==> src/rtl/zint_ack_pkg.sv <==
// ---------------------------------------------------------------------------
// zint_ack_pkg
//   Shared definitions for the Z80 interrupt-acknowledge sequencer:
//   sequencer state encoding, opcode constants used by RETI detection,
//   the idle value of the vector latch and a small state-decode helper.
// ---------------------------------------------------------------------------
package zint_ack_pkg;

  typedef enum logic [2:0] {
    ST_IDLE  = 3'd0,
    ST_QUAL  = 3'd1,
    ST_ACK   = 3'd2,
    ST_LATCH = 3'd3,
    ST_DRIVE = 3'd4,
    ST_TAIL  = 3'd5
  } state_e;

  localparam logic [7:0] OPC_ED   = 8'hED;
  localparam logic [7:0] OPC_RETI = 8'h4D;
  localparam logic [7:0] DEF_VECT = 8'hFF;

  localparam int CNT_W = 4;

  // States in which an INTA is being serviced and intack is held high.
  function automatic logic is_ack_state(input state_e s);
    return (s == ST_ACK) || (s == ST_LATCH) || (s == ST_DRIVE) || (s == ST_TAIL);
  endfunction

endpackage

==> src/rtl/zint_ack_sync.sv <==
// ---------------------------------------------------------------------------
// z80_sig_sync
//   Resynchronises one asynchronous Z80 bus pin into the clk domain.
//   Parameters: STAGES  - flop depth (>= 2)
//               RST_VAL - value all stages take on reset (1 = pin inactive)
//   Ports:      clk - system clock
//               res - synchronous active-high reset
//               d   - asynchronous pin
//               q   - synchronised pin, STAGES clks behind d
// ---------------------------------------------------------------------------
module z80_sig_sync #(
  parameter int   STAGES  = 2,
  parameter logic RST_VAL = 1'b1
) (
  input  logic clk,
  input  logic res,
  input  logic d,
  output logic q
);

  logic [STAGES-1:0] sync_d;
  logic [STAGES-1:0] sync_q;

  always_comb begin
    sync_d = {sync_q[STAGES-2:0], d};
  end

  // NOTE: sequential state always uses non-blocking assignments so every
  // flop samples the pre-edge value of its neighbours; blocking here would
  // collapse the chain into a single stage in simulation.
  always_ff @(posedge clk) begin
    if (res) sync_q <= {STAGES{RST_VAL}};
    else     sync_q <= sync_d;
  end

  assign q = sync_q[STAGES-1];

endmodule

==> src/rtl/zint_ack.sv <==
// ---------------------------------------------------------------------------
// zint_ack
//   Z80 IM2 interrupt-acknowledge sequencer between the Z80 bus pins and zint.
//   Qualifies the INTA cycle (/M1 and /IORQ low together for ACK_MIN_CLKS
//   clks after resync), raises intack so zint re-selects its source, latches
//   im2vect one clk later and drives it onto the data bus until /IORQ rises.
//
//   Parameters: SYNC_STAGES  - resync depth on every async input (>= 2)
//               ACK_MIN_CLKS - clks m1&iorq must be low to qualify (1..15)
//   Build option: define RETI_DETECT_EN to enable RETI (ED 4D) fetch
//                 detection; otherwise reti is tied low and mreq_n, rd_n,
//                 din are unused.
//
//   Ports: clk     in   system clock
//          res     in   synchronous active-high reset
//          m1_n    in   Z80 /M1 (async)
//          iorq_n  in   Z80 /IORQ (async)
//          mreq_n  in   Z80 /MREQ (async, RETI detection only)
//          rd_n    in   Z80 /RD (async, RETI detection only)
//          din     in   Z80 data bus (RETI detection only)
//          im2vect in   vector from zint
//          intack  out  INTA in progress, level, to zint
//          vect_oe out  data bus output enable for dout
//          dout    out  latched IM2 vector (held between acks)
//          reti    out  one-clk pulse on RETI fetch
// ---------------------------------------------------------------------------
module zint_ack
  import zint_ack_pkg::*;
#(
  parameter int SYNC_STAGES  = 2,
  parameter int ACK_MIN_CLKS = 2
) (
  input  logic       clk,
  input  logic       res,
  input  logic       m1_n,
  input  logic       iorq_n,
  input  logic       mreq_n,
  input  logic       rd_n,
  input  logic [7:0] din,
  input  logic [7:0] im2vect,
  output logic       intack,
  output logic       vect_oe,
  output logic [7:0] dout,
  output logic       reti
);

  localparam logic [CNT_W-1:0] ACK_MIN = CNT_W'(ACK_MIN_CLKS);

  // -------------------------------------------------------------------------
  // Input resync
  // -------------------------------------------------------------------------
  logic m1_s;
  logic iorq_s;

  z80_sig_sync #(.STAGES(SYNC_STAGES), .RST_VAL(1'b1)) u_sync_m1 (
    .clk (clk), .res (res), .d (m1_n), .q (m1_s)
  );

  z80_sig_sync #(.STAGES(SYNC_STAGES), .RST_VAL(1'b1)) u_sync_iorq (
    .clk (clk), .res (res), .d (iorq_n), .q (iorq_s)
  );

  logic ack_lo;
  assign ack_lo = !m1_s && !iorq_s;

  // -------------------------------------------------------------------------
  // Sequencer state
  // -------------------------------------------------------------------------
  state_e             state_q, state_d;
  logic [CNT_W-1:0]   cnt_q, cnt_d;
  logic               intack_q, intack_d;
  logic               vect_oe_q, vect_oe_d;
  logic [7:0]         dout_q, dout_d;

  // After a reset the INTA in flight must not be picked up again. block_q
  // holds off qualification until m1_s is genuinely seen high; settle_q
  // masks the SYNC_STAGES clks where the resync chain still shows its reset
  // value instead of the real pin.
  logic                   block_q, block_d;
  logic [SYNC_STAGES-1:0] settle_q, settle_d;

  always_ff @(posedge clk) begin
    if (res) begin
      state_q   <= ST_IDLE;
      cnt_q     <= '0;
      intack_q  <= 1'b0;
      vect_oe_q <= 1'b0;
      dout_q    <= DEF_VECT;
      block_q   <= 1'b1;
      settle_q  <= '1;
    end else begin
      state_q   <= state_d;
      cnt_q     <= cnt_d;
      intack_q  <= intack_d;
      vect_oe_q <= vect_oe_d;
      dout_q    <= dout_d;
      block_q   <= block_d;
      settle_q  <= settle_d;
    end
  end

  // Next-state logic.
  // NOTE: every signal written in a combinational block gets a default at
  // the top so no path leaves it unassigned, which would infer a latch.
  always_comb begin
    logic [CNT_W-1:0] cnt_inc;
    state_d  = state_q;
    cnt_d    = '0;
    cnt_inc  = (cnt_q == '1) ? cnt_q : cnt_q + 1'b1;
    settle_d = {settle_q[SYNC_STAGES-2:0], 1'b0};
    block_d  = block_q && !((settle_q == '0) && m1_s);

    case (state_q)
      ST_IDLE: begin
        if (ack_lo && !block_q) begin
          if (ACK_MIN_CLKS == 1) begin
            state_d = ST_ACK;
          end else begin
            state_d = ST_QUAL;
            cnt_d   = CNT_W'(1);
          end
        end
      end
      ST_QUAL: begin
        if (!ack_lo) begin
          state_d = ST_IDLE;            // glitch rejected
        end else begin
          cnt_d = cnt_inc;
          if (cnt_inc >= ACK_MIN) state_d = ST_ACK;
        end
      end
      // ACK lasts exactly one clk so zint can re-latch its source select.
      ST_ACK: begin
        if (m1_s)        state_d = ST_IDLE;
        else if (iorq_s) state_d = ST_TAIL;
        else             state_d = ST_LATCH;
      end
      ST_LATCH: begin
        state_d = m1_s ? ST_IDLE : ST_DRIVE;
      end
      ST_DRIVE: begin
        if (m1_s)        state_d = ST_IDLE;
        else if (iorq_s) state_d = ST_TAIL;
      end
      ST_TAIL: begin
        if (m1_s) state_d = ST_IDLE;
      end
      default: state_d = ST_IDLE;
    endcase
  end

  // Output logic: outputs are registered from the next state so they are
  // glitch-free at the pins; vect_oe is only ever set in a state that also
  // sets intack.
  always_comb begin
    intack_d  = is_ack_state(state_d);
    vect_oe_d = (state_d == ST_DRIVE);
    dout_d    = (state_q == ST_LATCH) ? im2vect : dout_q;
  end

  assign intack  = intack_q;
  assign vect_oe = vect_oe_q;
  assign dout    = dout_q;

  // -------------------------------------------------------------------------
  // RETI detection
  // -------------------------------------------------------------------------
`ifdef RETI_DETECT_EN
  logic mreq_s;
  logic rd_s;

  z80_sig_sync #(.STAGES(SYNC_STAGES), .RST_VAL(1'b1)) u_sync_mreq (
    .clk (clk), .res (res), .d (mreq_n), .q (mreq_s)
  );

  z80_sig_sync #(.STAGES(SYNC_STAGES), .RST_VAL(1'b1)) u_sync_rd (
    .clk (clk), .res (res), .d (rd_n), .q (rd_s)
  );

  logic fetch;
  logic capture;
  logic fetch_act_q, fetch_act_d;
  logic ed_seen_q, ed_seen_d;
  logic reti_q, reti_d;

  assign fetch = !m1_s && !mreq_s && !rd_s;

  // fetch_act_q remembers an opcode fetch until /RD rises, so the byte is
  // still captured if /M1 happens to resync high on the same clk as /RD.
  assign capture = fetch_act_q && rd_s;

  always_comb begin
    fetch_act_d = fetch || (fetch_act_q && !rd_s);
    ed_seen_d   = ed_seen_q;
    reti_d      = 1'b0;
    if (capture) begin
      if (din == OPC_ED) begin
        ed_seen_d = 1'b1;
      end else begin
        // Any other byte, prefixes DD/FD included, breaks the ED 4D pair.
        reti_d    = (din == OPC_RETI) && ed_seen_q;
        ed_seen_d = 1'b0;
      end
    end
    if (state_q == ST_ACK) ed_seen_d = 1'b0;
  end

  always_ff @(posedge clk) begin
    if (res) begin
      fetch_act_q <= 1'b0;
      ed_seen_q   <= 1'b0;
      reti_q      <= 1'b0;
    end else begin
      fetch_act_q <= fetch_act_d;
      ed_seen_q   <= ed_seen_d;
      reti_q      <= reti_d;
    end
  end

  assign reti = reti_q;
`else
  logic unused_reti_pins;
  assign unused_reti_pins = ^{mreq_n, rd_n, din};
  assign reti = 1'b0;
`endif

endmodule

==> config.mk <==
export PLATFORM = sky130hd
export DESIGN_NAME = zint_ack
export DESIGN_NICKNAME = d
export VERILOG_FILES = /design/src/rtl/zint_ack_pkg.sv /design/src/rtl/zint_ack_sync.sv /design/src/rtl/zint_ack.sv
export SDC_FILE = /design/constraint.sdc
export NUM_CORES = 1
export LEC_CHECK = 0
export ABC_AREA = 1
export BUFFER_PORTS_ARGS = -buffer_cell sky130_fd_sc_hd__clkbuf_2
export CAP_MARGIN = 20
export CORE_UTILIZATION = 29
export CTS_BUF_LIST = sky130_fd_sc_hd__clkbuf_16
export DETAILED_ROUTE_END_ITERATION = 10
export PLACE_DENSITY_LB_ADDON = 0.05
export SETUP_SLACK_MARGIN = 0.02
export SLEW_MARGIN = 15
export SYNTH_ARGS = -nofsm -noshare
export SYNTH_HDL_FRONTEND = slang
export SYNTH_SLANG_ARGS = --single-unit
==> constraint.sdc <==
create_clock -name clk -period 2.7 [get_ports clk]
set_input_delay 0.405 -clock clk [delete_from_list [all_inputs] [get_ports clk]]
set_output_delay 0.405 -clock clk [all_outputs]
set_load 0.01 [all_outputs]
Word level (Yosys, flattened, before mapping)
Index checks and enable logic that the tools add are counted.
- bits in latches: 0
- memories kept: 0
- input bits: 22
- bits in writable memories: 0
- flip-flop bits (word level): 24
- word-level logic and storage cells: 50
- memory bits (read-only): 0
- bitwise gates (word level): 0
- $add $sub $neg: 1
- multiplexer cells: 15
- multiply operators: 0
- reduce and logical (&&, ||, !) cells: 13
- magnitude comparators: 1
- shift operators: 0
- divide/modulo/power cells: 0
- equal/unequal tests: 10
- operator list (kind ; number):
    3-bit two-way mux ; 9
    3-bit one-hot mux with 6 select lines ; 1
    3-bit by 2-bit equality test with 1-bit output, second input constant ; 4
    3-bit equality test, second input constant ; 4
    4-bit two-way mux ; 2
    4-bit one-hot mux with 2 select lines ; 1
    4-bit by 1-bit adder with 4-bit output, second input constant ; 1
    4-bit equality test, second input constant ; 1
    4-bit by 2-bit >= comparator with 1-bit output, second input constant ; 1
    1-bit logical AND ; 4
    1-bit logical NOT ; 4
    3-bit by 1-bit equality test with 1-bit output, second input constant ; 1
    3-bit logical NOT ; 1
    1-bit logical OR ; 3
    2-bit logical NOT ; 1
    1-bit two-way mux ; 2

Longest topological paths before layout
- depth after elaboration: 10
- gate-level depth with buffers: 10

Cells and area by module
From an unflattened synthesis, not the netlist that was laid out.
- cells, all modules: 125
- area total of the unflattened synthesis: 955.9 um2
- modules (own cells, without submodules) (module ; cells each ; times used ; area each (um2)):
    zint_ack ; 111 ; 1 ; 838.3
    z80_sig_sync ; 7 ; 2 ; 58.8

Least setup slack after synthesis
Ideal clock, no wire load.
- path kind: register to register
- from: register cnt_q[0]
- to: register intack_q (netlist: intack)
- library setup time: 119 ps
- clock period less this slack: 1255 ps
- buffers on the path: 0
- cell stages (with the launch flop): 11
- slack: 1445 ps
- data arrival time: 1136 ps
- cells stage by stage: dfxtp_1 > ha_1 > inv_1 > nand2_1 > nand2_2 > nor2_4 > nand3_2 > nand2_1 > nand2_1 > nand3_2 > nand2_1
- cells in the longest elaborated chain, start to end: 10
- ends and longest elaborated chain (item ; line ; RTL):
    start: declaration ; zint_ack.sv:70 ; logic [CNT_W-1:0] cnt_q, cnt_d;
    start signal: assignment ; zint_ack.sv:93 ; cnt_q <= cnt_d;
    4-bit by 1-bit adder with 4-bit output / 4-bit equality test (equally long branches) ; zint_ack.sv:109 ; cnt_inc = (cnt_q == '1) ? cnt_q : cnt_q + 1'b1;
    4-bit two-way mux (*) ; zint_ack.sv:109 ;
    4-bit by 2-bit >= comparator with 1-bit output (*) ; zint_ack.sv:129 ; if (cnt_inc >= ACK_MIN) state_d = ST_ACK;
    3-bit two-way mux (*) ; zint_ack.sv:129 ;
    3-bit two-way mux (*) ; zint_ack.sv:125 ; if (!ack_lo) begin
    3-bit one-hot mux with 6 select lines (*) ; zint_ack.sv:113 ; case (state_q)
    3-bit by 2-bit equality test with 1-bit output ; zint_ack_pkg.sv:26 ; return (s == ST_ACK) || (s == ST_LATCH) || (s == ST_DRIVE) || (s == ST_TAIL);
    1-bit logical OR (2 in series) ; zint_ack_pkg.sv:26 ;
    1-bit logical OR (*) ; zint_ack_pkg.sv:26 ;
    end signal: assignment ; zint_ack.sv:94 ; intack_q <= intack_d;
    end: declaration ; zint_ack.sv:71 ; logic intack_q, intack_d;
Every way passes the cells marked *; elsewhere a longest branch is shown, timed or not.
A chain may end at the register's enable or synchronous reset.

Final worst setup path
Same ends and word-level chain as after synthesis.

==> impl_metrics.py <==
metrics = {
    "global_route": {
        "grt_pass1_wl_um": 2766,
        "antenna_found_initial": 0,
        "grt_pass1_vias": 726,
        "grt_max_degree": 15,
        "grt_overflow": 0,
        "gr-usage-all-layers_pct": 10.40,
    },
    "route": {
        "initialDrtViolationCount": 12,
        "wirelength_um": 1693,
        "drtPass1Iterations": 3,
        "ant_nets": 0,
        "wl_per_cell_um": 8.911,
        "vias_per_cell": 4.216,
        "drc": 0,
        "vias": 801,
    },
    "sta": {
        "tns_ns": 0,
        "hold_viol_final": 0,
        "layout_min_cycle_time_ns": 1.391,
        "rsz0062_at_grt": "no",
        "slew_violations": 0,
        "setup_viol": 0,
        "fin_worst_skew_ns": 0.003484,
        "max_freq_mhz": 719.1,
        "fin_crit_sh_pct": 51.50,
    },
    "finish": {
        "n_antenna_cell": 0,
        "area_growth_pct": 24.87,
        "layout_commonest_cell": "nand2_1",
        "layout.cells.non_filler": 190,
        "final_cell_mix": "nand2_1, dfxtp_1, clkbuf_2",
        "nets": 170,
        "drive_gt1_share_pct": 34.25,
        "nFillCells": 355,
        "fin_util_pct": 39.25,
    },
    "clock_network": {
        "post_cts_resized": 0,
        "clkTransAtPathRegs_ns": 0.06,
        "cts_hold_buf": 0,
        "clock_latency_ns": 0.25,
        "clock_path_buffers": 2,
        "post_cts_buffers": 0,
        "cts.htree.levels": 1,
        "cts_tree": "yes",
        "root_buffer": "clkbuf_16",
        "cts_made_buffers": 3,
        "clock-sinks": 24,
    },
    "floorplanning": {
        "die_x_um": 60.46,
        "dieArea_mm2": 0.003655,
        "row_count": 20,
        "start_util_pct": 31.43,
        "design.core.area_mm2": 0.003153,
        "fp.dieH_um": 60.46,
        "ios": 33,
    },
    "placement": {
        "post-place-cells": 186,
        "place.port_buffers": 21,
        "place.gp.congestion": 0.8340,
        "dp_hpwl_um": 1297,
    },
    "pwr": {
        "leakagePower_nw": 0.5923,
        "ir_worst_vdd_v": 0.0003581,
        "power_density_mw_per_mm2": 640.6,
        "finalPower_w": 0.0007927,
    },
    "flow_run": {
        "cap_violations": 0,
    },
    "worst_setup_path": {
        "crit_required_ns": 2.85,
        "cp_top_family": "simple AND/OR/NAND/NOR gates",
        "crit_chain": "ha_1 > inv_1 > nand2_1 > nand2_2 > nor2_4 > nand3_2 > nand2_1 > nand2_1 > nand3_2 > nand2_1",
        "crit_fanout": 5,
        "cpPeakStageDelay_ns": 0.40,
        "setup.worst_path.class": "reg2reg",
        "end_kind": "flop",
        "crit_buf_inv": 1,
        "slowest_stage": "dfxtp_1",
        "crit_top_cell": "nand2_1",
        "start_kind": "flop",
        "arrival_ns": 1.54,
    },
    "synth": {
        "ys_ff_latch": 24,
        "ys_seq_area_share_pct": 48.48,
        "yosys.area.top_type": "dfxtp_1",
        "netlist_area_um2": 991.0,
        "syn_inst": 123,
        "synth.area.top_cells": "dfxtp_1, nand2_1, nand3_1, inv_1, nor2_1",
        "synth_nets": 146,
        "synth_area_per_cell_um2": 8.057,
        "yosysWarningCount": 0,
        "yosys.cell_types.count": 26,
        "yosys.area.top_type_share_pct": 48.48,
    },
    "status": {
        "status": "completed",
    },
    "hold_path": {
        "hold_path.class": "in2reg",
    },
}
[metrics by stage]
step	setup slack [ns]	cell area (µm²)	hold slack, ns
3_3_place_gp	1.314	1132	0.3929
6_report	1.309	1237	0.3303
5_1_grt	1.191	1237	0.3271
3_5_place_dp	1.295	1132	0.3977
4_1_cts	1.290	1237	0.3299
2_1_floorplan	1.445	991.0	0.3895
[cells by family after synthesis]
logic type / share of synthesized area, %
AOI/OAI and AO/OA: 3.156
and+or+nand+nor: 37.88
buffers and inverters: 7.954
other: 0.3784
DFF: 48.48
adders and majority gates: 1.262
xor gates and xnor gates: 0.8840
[report_power, final]
part | internal (W) | switching, W | leakage [nW]
sequential | 0.000359 | 0.00000290 | 0.195
combinational | 0.00000879 | 0.00000914 | 0.346
clock | 0.000294 | 0.000118 | 0.0511
total | 0.000662 | 0.000130 | 0.592
[cells in the mapped netlist]
cell,instances
a21oi_1,1
a21oi_2,1
and3_1,1
buf_4,1
buf_6,1
conb_1,1
dfxtp_1,24
ha_1,1
inv_1,12
inv_2,4
nand2_1,31
nand2_2,4
nand3_1,9
nand3_2,3
nand4_1,2
nand4_2,1
nor2_1,9
nor2_2,4
nor2_4,2
nor3_1,1
nor3_2,1
o211ai_1,1
o21ai_0,1
o21ai_1,1
or2_2,5
xor2_1,1
[path summary, 6_finish.rpt]
| kind | from | endpoint | slack, ns | depth (start not counted) |
|---|---|---|---|---|
| worst max-delay path | cnt_q[0] | intack | 1.31 | 10 |
| worst min-delay path | m1_n | u_sync_m1.sync_q[0] | 0.33 | 2 |
| worst max register to register | cnt_q[0] | intack | 1.31 | 10 |
| worst min register to register | u_sync_m1.sync_q[0] | u_sync_m1.sync_q[1] | 0.41 | 1 |
[worst reg2reg max path, delay by kind of cell, from the launching register on]
kind | cells | cell delay (ns)
flip-flops | 1 | 0.40
AND/OR/NAND/NOR | 8 | 0.56
buffers and inverters | 1 | 0.06
adder cells (fa/ha/maj) | 1 | 0.27
[flip-flops by register name (all words and copies together), names as in the netlist]
register / cells
vect_oe: 1
state_q: 3
settle_q: 2
u_sync_m1.sync_q: 2
intack: 1
u_sync_iorq.sync_q: 2
cnt_q: 4
dout: 8
block_q: 1
[layer usage]
metal / global-route usage (%) / part of all wire [%] / vias to the layer above
met5: 0 / 0 / -
met3: 3.838 / 5.3 / 4
li1: - / - / 423
met1: 9.530 / 44 / 355
met4: 5.844 / 1.5 / 0
met2: 19.62 / 49 / 19
[cell type report]
cell class | count | area (µm²) | share of cell area, %
repair buffers | 21 | 105.1 | 8.493
inverters | 16 | 60.06 | 4.853
well taps | 44 | 55.05 | 4.449
clock inverters | 1 | 30.03 | 2.427
multi-input cells | 81 | 431.7 | 34.88
flip-flops and latches | 24 | 480.5 | 38.83
clock buffers | 3 | 75.07 | 6.067
No activity file was read; power rests on OpenSTA's default activity.
